## src/rtl/dac_pkg.sv

```systemverilog
// Shared constants and types for the serial DAC transmitter.
package dac_pkg;

  localparam int unsigned DAC_DATA_WIDTH   = 24;
  localparam int unsigned DAC_CLKS_PER_BIT = 2;
  localparam int unsigned DAC_FRAME_CLKS   = DAC_DATA_WIDTH * DAC_CLKS_PER_BIT;

  typedef logic [DAC_DATA_WIDTH-1:0] dac_sample_t;

endpackage

```

## src/rtl/dac_bit_timer.sv

```systemverilog
// Phase/bit counters for the serial DAC transmitter.
// Produces the frame_start and bit_advance strobes.
// Optional macro TRANSMISION_FRAME_SYNC_EN adds the clk_high output, which is
// the serial bit clock level.
module dac_bit_timer
  import dac_pkg::*;
#(
  parameter int unsigned DATA_WIDTH   = DAC_DATA_WIDTH,
  parameter int unsigned CLKS_PER_BIT = DAC_CLKS_PER_BIT
) (
  input  logic clk,
  input  logic reset,
  output logic frame_start,
  output logic bit_advance
`ifdef TRANSMISION_FRAME_SYNC_EN
  ,
  output logic clk_high
`endif
);

  localparam int unsigned PW   = (CLKS_PER_BIT > 1) ? $clog2(CLKS_PER_BIT) : 1;
  localparam int unsigned BW   = $clog2(DATA_WIDTH);
  localparam int unsigned HALF = CLKS_PER_BIT / 2;

  logic [PW-1:0] phase;
  logic [BW-1:0] bit_cnt;
  logic          load_pending;
  logic          phase_last;
  logic          bit_last;

  assign phase_last  = (phase == PW'(CLKS_PER_BIT - 1));
  assign bit_last    = (bit_cnt == BW'(DATA_WIDTH - 1));
  // After reset the first free edge loads; afterwards the last clock of bit 0 rolls into a reload.
  assign frame_start = load_pending | (phase_last & bit_last);
  assign bit_advance = ~load_pending & phase_last & ~bit_last;

`ifdef TRANSMISION_FRAME_SYNC_EN
  // Low for the first HALF clocks of each bit period; held low while no frame is running.
  assign clk_high = ~load_pending & (phase >= PW'(HALF));
`endif

  // Phase counter wraps every bit period; bit counter wraps every frame.
  always_ff @(posedge clk) begin
    if (reset) begin
      phase        <= '0;
      bit_cnt      <= '0;
      load_pending <= 1'b1;
    end else begin
      load_pending <= 1'b0;
      if (frame_start) begin
        phase   <= '0;
        bit_cnt <= '0;
      end else if (phase_last) begin
        phase   <= '0;
        bit_cnt <= bit_cnt + 1'b1;
      end else begin
        phase <= phase + 1'b1;
      end
    end
  end

endmodule

```

## src/rtl/transmision_dac.sv

```systemverilog
// Parallel-to-serial transmitter for a serial-input audio DAC.
// Sends DATA_WIDTH-bit samples MSB-first, CLKS_PER_BIT clocks per bit, no gaps.
// Optional macro TRANSMISION_FRAME_SYNC_EN adds the FrameSync and SerialClk outputs.
module transmision_dac
  import dac_pkg::*;
#(
  parameter int unsigned DATA_WIDTH   = DAC_DATA_WIDTH,
  parameter int unsigned CLKS_PER_BIT = DAC_CLKS_PER_BIT
) (
  input  logic                  clk,
  input  logic                  reset,
  input  logic [DATA_WIDTH-1:0] dataAConvertir,
  output logic                  DataOut
`ifdef TRANSMISION_FRAME_SYNC_EN
  ,
  output logic                  FrameSync,
  output logic                  SerialClk
`endif
);

  logic                  frame_start;
  logic                  bit_advance;
  // The MSB goes straight to DataOut on load, so only the remaining bits are kept here.
  logic [DATA_WIDTH-2:0] shift_reg;

  dac_bit_timer #(
    .DATA_WIDTH  (DATA_WIDTH),
    .CLKS_PER_BIT(CLKS_PER_BIT)
  ) u_timer (
    .clk        (clk),
    .reset      (reset),
    .frame_start(frame_start),
    .bit_advance(bit_advance)
`ifdef TRANSMISION_FRAME_SYNC_EN
    ,
    .clk_high   (SerialClk)
`endif
  );

  // Load a new sample at frame start, otherwise shift one bit per bit period.
  always_ff @(posedge clk) begin
    if (reset) begin
      shift_reg <= '0;
      DataOut   <= 1'b0;
    end else if (frame_start) begin
      shift_reg <= dataAConvertir[DATA_WIDTH-2:0];
      DataOut   <= dataAConvertir[DATA_WIDTH-1];
    end else if (bit_advance) begin
      shift_reg <= {shift_reg[DATA_WIDTH-3:0], 1'b0};
      DataOut   <= shift_reg[DATA_WIDTH-2];
    end
  end

`ifdef TRANSMISION_FRAME_SYNC_EN
  // Frame marker: high during the first clock of each frame.
  always_ff @(posedge clk) begin
    if (reset) begin
      FrameSync <= 1'b0;
    end else begin
      FrameSync <= frame_start;
    end
  end
`endif

endmodule

```

## config.mk

```make
export PLATFORM = sky130hd
export DESIGN_NAME = transmision_dac
export DESIGN_NICKNAME = d
export VERILOG_FILES = /design/src/rtl/dac_pkg.sv /design/src/rtl/dac_bit_timer.sv /design/src/rtl/transmision_dac.sv
export SDC_FILE = /design/constraint.sdc
export NUM_CORES = 1
export LEC_CHECK = 0
export CORE_MARGIN = 2
export CORE_UTILIZATION = 52
export DETAILED_ROUTE_END_ITERATION = 8
export GPL_TIMING_DRIVEN = 0
export PLACE_DENSITY = 0.79
export SLEW_MARGIN = 30
export SYNTH_ARGS = -nofsm -noshare
export SYNTH_HDL_FRONTEND = slang
export SYNTH_SLANG_ARGS = --single-unit
```

## constraint.sdc

```tcl
create_clock -name clk -period 1.8 [get_ports clk]
set_input_delay 0.18 -clock clk [delete_from_list [all_inputs] [get_ports clk]]
set_output_delay 0.18 -clock clk [all_outputs]
set_load 0.005 [all_outputs]
```

# Yosys cells after proc, flatten, opt, wreduce, memory -nomap -nowiden
# Cells that the tools add are included.
[word_totals]
register_bits = 31
in_bits = 26
output_inout_bits = 1
word_cells = 22
[op_classes]
n_addsub = 2
bitwise_logic = 6
muxes = 5
n_reduce_logical = 3
n_eq_ne = 1
[op_table]
columns = ["op", "n"]
rows = [
  ["two-way mux 23 bit", 2],
  ["adder 5 x 1 -> 5 bit, second input constant", 1],
  ["== test 5 bit, second input constant", 1],
  ["AND 1 bit", 3],
  ["two-way mux 1 bit", 3],
  ["OR reduction 3 bit", 1],
  ["NOT 1 bit", 2],
  ["nonzero test 2 bit", 1],
  ["OR reduction 2 bit", 1],
  ["adder 1 bit, second input constant", 1],
  ["OR 1 bit", 1],
]

# Logic depth before layout (Yosys ltp)
[depth]
ltp_word = 5
depth_mapped = 5
depth_no_buf = 4

# Cells and area by module
# A second synthesis with hierarchy kept.
[unflattened]
cells_unflattened = 138
hier_area_um2 = 1462.7
[modules_own_cells]
columns = ["module", "area_each_um2", "seq_area_each_um2", "n_inst", "cells_per_inst"]
rows = [
  ["transmision_dac", 1146.1, 480.5, 1, 106],
  ["dac_bit_timer", 316.6, 140.1, 1, 32],
]

# Worst setup path before layout
# No wires, ideal clock.
[synth_path]
path_kind = "flip-flop to flip-flop"
from = "register u_timer.bit_cnt[0]"
to = "register shift_reg[12]"
period_less_slack_ns = 1.378
slack_ns = 0.422
n_path_buf = 1
stages_incl_launch_ff = 6
setup_ns = 0.119
required_time_ns = 1.681
t_arrival_ns = 1.259
path_cell_list = "dfxtp_1 -> ha_1 -> and3b_2 -> nand3_4 -> buf_6 -> o221a_2"
[synth_between]
elab_chain_cells = 4
elab_cells_between_ends = 7
cone_classes = "1 x eq/ne; 1 x mux; 4 x bitwise; 1 x reduce/logical"
[synth_lines]
columns = ["item", "line", "source"]
rows = [
  ["start: declaration", "dac_bit_timer.sv:26", "logic [BW-1:0] bit_cnt;"],
  ["start signal: assignment", "dac_bit_timer.sv:55", "bit_cnt <= bit_cnt + 1'b1;"],
  ["== test 5 bit (*)", "dac_bit_timer.sv:32", "assign bit_last = (bit_cnt == BW'(DATA_WIDTH - 1));"],
  ["AND 1 bit or NOT 1 bit (tied branches)", "dac_bit_timer.sv:34, dac_bit_timer.sv:35", ""],
  ["OR 1 bit or AND 1 bit (tied branches)", "dac_bit_timer.sv:34, dac_bit_timer.sv:35", ""],
  ["two-way mux 23 bit or nonzero test 2 bit (tied branches)", "-", ""],
  ["end signal: assignment", "transmision_dac.sv:46", "shift_reg <= dataAConvertir[DATA_WIDTH-2:0];"],
  ["end signal: assignment", "transmision_dac.sv:49", "shift_reg <= {shift_reg[DATA_WIDTH-3:0], 1'b0};"],
  ["end: declaration", "transmision_dac.sv:24", "logic [DATA_WIDTH-2:0] shift_reg;"],
]
# Every way passes the cells marked *; elsewhere a longest branch is shown, timed or not.
# A chain may end at the register's enable or synchronous reset.

# Final worst setup path
[layout_path]
from = "register u_timer.bit_cnt[0]"
to = "register shift_reg[14]"
# The elaborated chain is that of the path after synthesis.

==> metrics.md <==
| Metric | Value |
|---|---|
| Core footprint | `2805 um2` |
| Cell Area, Placed | `about 1800 um2` |
| Worst-Margin Slew | `463.6 ps` |
| H-tree levels | `2` |
| Post-synthesis net count | `~190` |
| Critical path arrival | `~1800 ps` |
| CP Max Fanout | `10` |
| Ys flop type | `dfxtp_1` |
| Normalized max-slew margin | `0.6909` |
| Post-layout util | `0.6833` |
| Final #Nets | `between 200 and 250` |
| Longest Clk Path Bufs | `2` |
| DR vias/cell | `between 6 and 7` |
| Synth Instances | `about 170` |
| YS warnings | `0` |
| Max VDD drop | `~0.41 mV` |
| CP cell instances | `ha_1 > and3b_2 > nand3_4 > buf_6 > o221a_2` |
| Synth Register Bits | `31` |
| Ratio of cells with drive above 1 in the final layout | `0.2211` |
| Global route overflow | `0` |
| Final Hold Viols | `0` |
| FP Rows | `19` |
| Critical Path RT | `2040 ps` |
| Hold_buf cts | `0` |
| Post-CTS Setup Bufs | `0` |
| Initial Utilization | `0.5522` |
| Mapped cell area | `~1500 um2` |
| Pint | `around 1.1 mW` |
| Min Hold Slack | `slightly above 300 ps` |
| DRC Markers | `1` |
| Clock sink count | `31` |
| Met3 WL | `around 210 um` |
| Final ANT Viol Nets | `0` |
| Netlist cell types | `25` |
| Worst-Skew Late Latency | `approximately 350 ps` |
| Top Ports | `27` |
| Sw power | `around 0.38 mW` |
| Slew Viols, Final | `0` |
| Max reg flops | `23` |
| Logic pwr share | `0.170` |
| Period utilization | `0.8515` |
| Mean Syn Cell Area | `9.388 um2` |
| Maximum capacitance violations | `0` |
| Root Driver | `clkbuf_4` |
| Clock Pin Slew Worst Setup and Hold Paths | `about 90 ps` |
| Post-DP HPWL | `around 2500 um` |
| # diodes | `0` |
| Post-synth EDFFs | `0` |
| First-pass GRT wire length | `between 5000 and 6000 um` |
| Count of final setup violators | `0` |
| Total CTS buffers | `5` |
| Leakage | `roughly 0.7 nW` |
| Slowest cell on the critical path | `dfxtp_1` |
| WL met1 | `roughly 1600 um` |
| Min Tclk post-route | `~1500 ps` |
| Worst Path Class, Setup | `register to register` |
| Initial antenna violation count | `0` |
| Drt pass-1 iters | `6` |
| Iter 0 DRT Violations | `85` |
| Critical path capture point type | `register` |
| Min-delay worst type | `input port to register` |
| Die Wd | `58.58 um` |
| Final Wtd Congestion | `between 0.7 and 0.8` |
| Clock Power Share | `0.319` |
| RSZ-0062 raised after global routing | `false` |
| Clock Skew | `between 7 and 8 ps` |
| Post-synthesis async set-or-reset flop share | `0` |
| Pin count of the biggest net entering global routing | `11` |
| # resized after CTS | `0` |
| Total wire length | `3556 um` |
| CTS tree | `built` |
| Outcome | `finished with violations` |
| Setup TNS | `0 ps` |
| Vias | `1421` |
| Crit-path leading delay family | `flip-flops` |
| Met2 wire length | `around 1700 um` |
| Drt wl/cell | `approximately 15 um` |
| Highest Clock Rate | `approximately 650 MHz` |
| Finished Cell Area | `roughly 1900 um2` |
| Failing checks | `design-rule violations` |
| Critical Path Max Stage Delay | `~400 ps` |
| Worst Setup Start Kind | `register` |
| Pwr dens | `roughly 780 nW/um2` |
| Die Area | `between 3000 and 4000 um2` |
| Seq pwr share | `0.511` |
| Gr usage total | `0.2302` |
| Number of I/O port buffers | `26` |
| Buf/Inv on CP | `1` |
| Vias in the first global route | `around 1300` |
| Die Height | `between 50 and 60 um` |
| P&R area growth vs syn | `23.75%` |
| Register area share after synthesis | `0.4006` |
| Max Used Layer | `met4` |
| Switching Fraction | `0.2538` |
[final timing paths]
kind / slack [ps] / endpoint / depth (start not counted) / from
worst max register to register: 270 / shift_reg[14] / 5 / u_timer.bit_cnt[0]
worst max-delay path: 270 / shift_reg[14] / 5 / u_timer.bit_cnt[0]
worst min-delay path: 310 / u_timer.load_pending / 1 / reset
worst min register to register: 520 / shift_reg[6] / 1 / shift_reg[5]
[per-layer routing]
layer	global-route usage	vias to the layer above
li1	-	690
met1	0.2875	684
met2	0.3628	40
met5	0	-
met3	0.06154	7
met4	0.1234	0
[cell type report]
cell class	count	area [um2]
plain buffers	17	110.1
repair buffers	26	260.3
clock buffers	8	68.82
fillers	240	888.4
multi-input cells	117	818.3
flip-flops and latches	31	620.6
well taps	31	38.79
[power by group through the flow]
stage | Clock [mW] | Sequential, mW | Combinational, mW
4_1_cts | 0.481 | 0.759 | 0.254
3_5_place_dp | 0 | 0.773 | 0.252
5_1_grt | 0.506 | 0.764 | 0.279
2_1_floorplan | 0 | 0.767 | 0.156
6_report | 0.473 | 0.759 | 0.253
3_3_place_gp | 0 | 0.772 | 0.243
[layout by cell type, fill, tap and decap left out, types with 2 or more instances in the layout]
| cell type | instances |
|---|---|
| a21oi_1 | 2 |
| xor2_1 | 2 |
| nor2_1 | 4 |
| clkdlybuf4s50_1 | 26 |
| clkbuf_8 | 2 |
| buf_6 | 4 |
| clkbuf_1 | 4 |
| o221a_1 | 2 |
| nor3_1 | 49 |
| clkbuf_4 | 5 |
| buf_4 | 2 |
| nor2b_1 | 24 |
| buf_2 | 7 |
| mux2i_1 | 2 |
| dfxtp_1 | 31 |
| o221a_2 | 21 |
[logic make-up (layout without fill, tap and decap cells)]
| group | Yosys count | after routing | synth area share |
|---|---|---|---|
| AND/OR/NAND/NOR | 84 | 84 | 0.3053 |
| multiplexers | 2 | 2 | 0.01292 |
| flip-flops | 31 | 31 | 0.4006 |
| adder cells (fa/ha/maj) | 1 | 1 | 0.008076 |
| XOR/XNOR | 3 | 3 | 0.01697 |
| AO/OA/AOI/OAI | 27 | 27 | 0.1850 |
| buffers and inverters | 17 | 51 | 0.07107 |
[synth_stat cells, types with 2 or more instances]
cell type	number	area, um2
buf_6	4	45.04
o221a_1	2	22.52
nor2_1	4	15.01
buf_4	2	15.01
dfxtp_1	31	620.6
mux2i_1	2	20.02
buf_2	7	35.03
nor2b_1	24	150.1
o221a_2	21	236.5
a21oi_1	2	10.01
clkbuf_1	3	11.26
xor2_1	2	17.52
nor3_1	49	245.2
[metrics by stage]
stage                     total power [mW]  worst slack (ps)  std cells
after floorplan                     0.9227             422.3        165
after global placement               1.015             164.7        222
after detailed placement             1.026             94.33        222
after CTS                            1.494             271.3        230
after global routing                 1.549             203.8        230
final                                1.486             267.3        230
No activity file was read; power rests on OpenSTA's default activity.
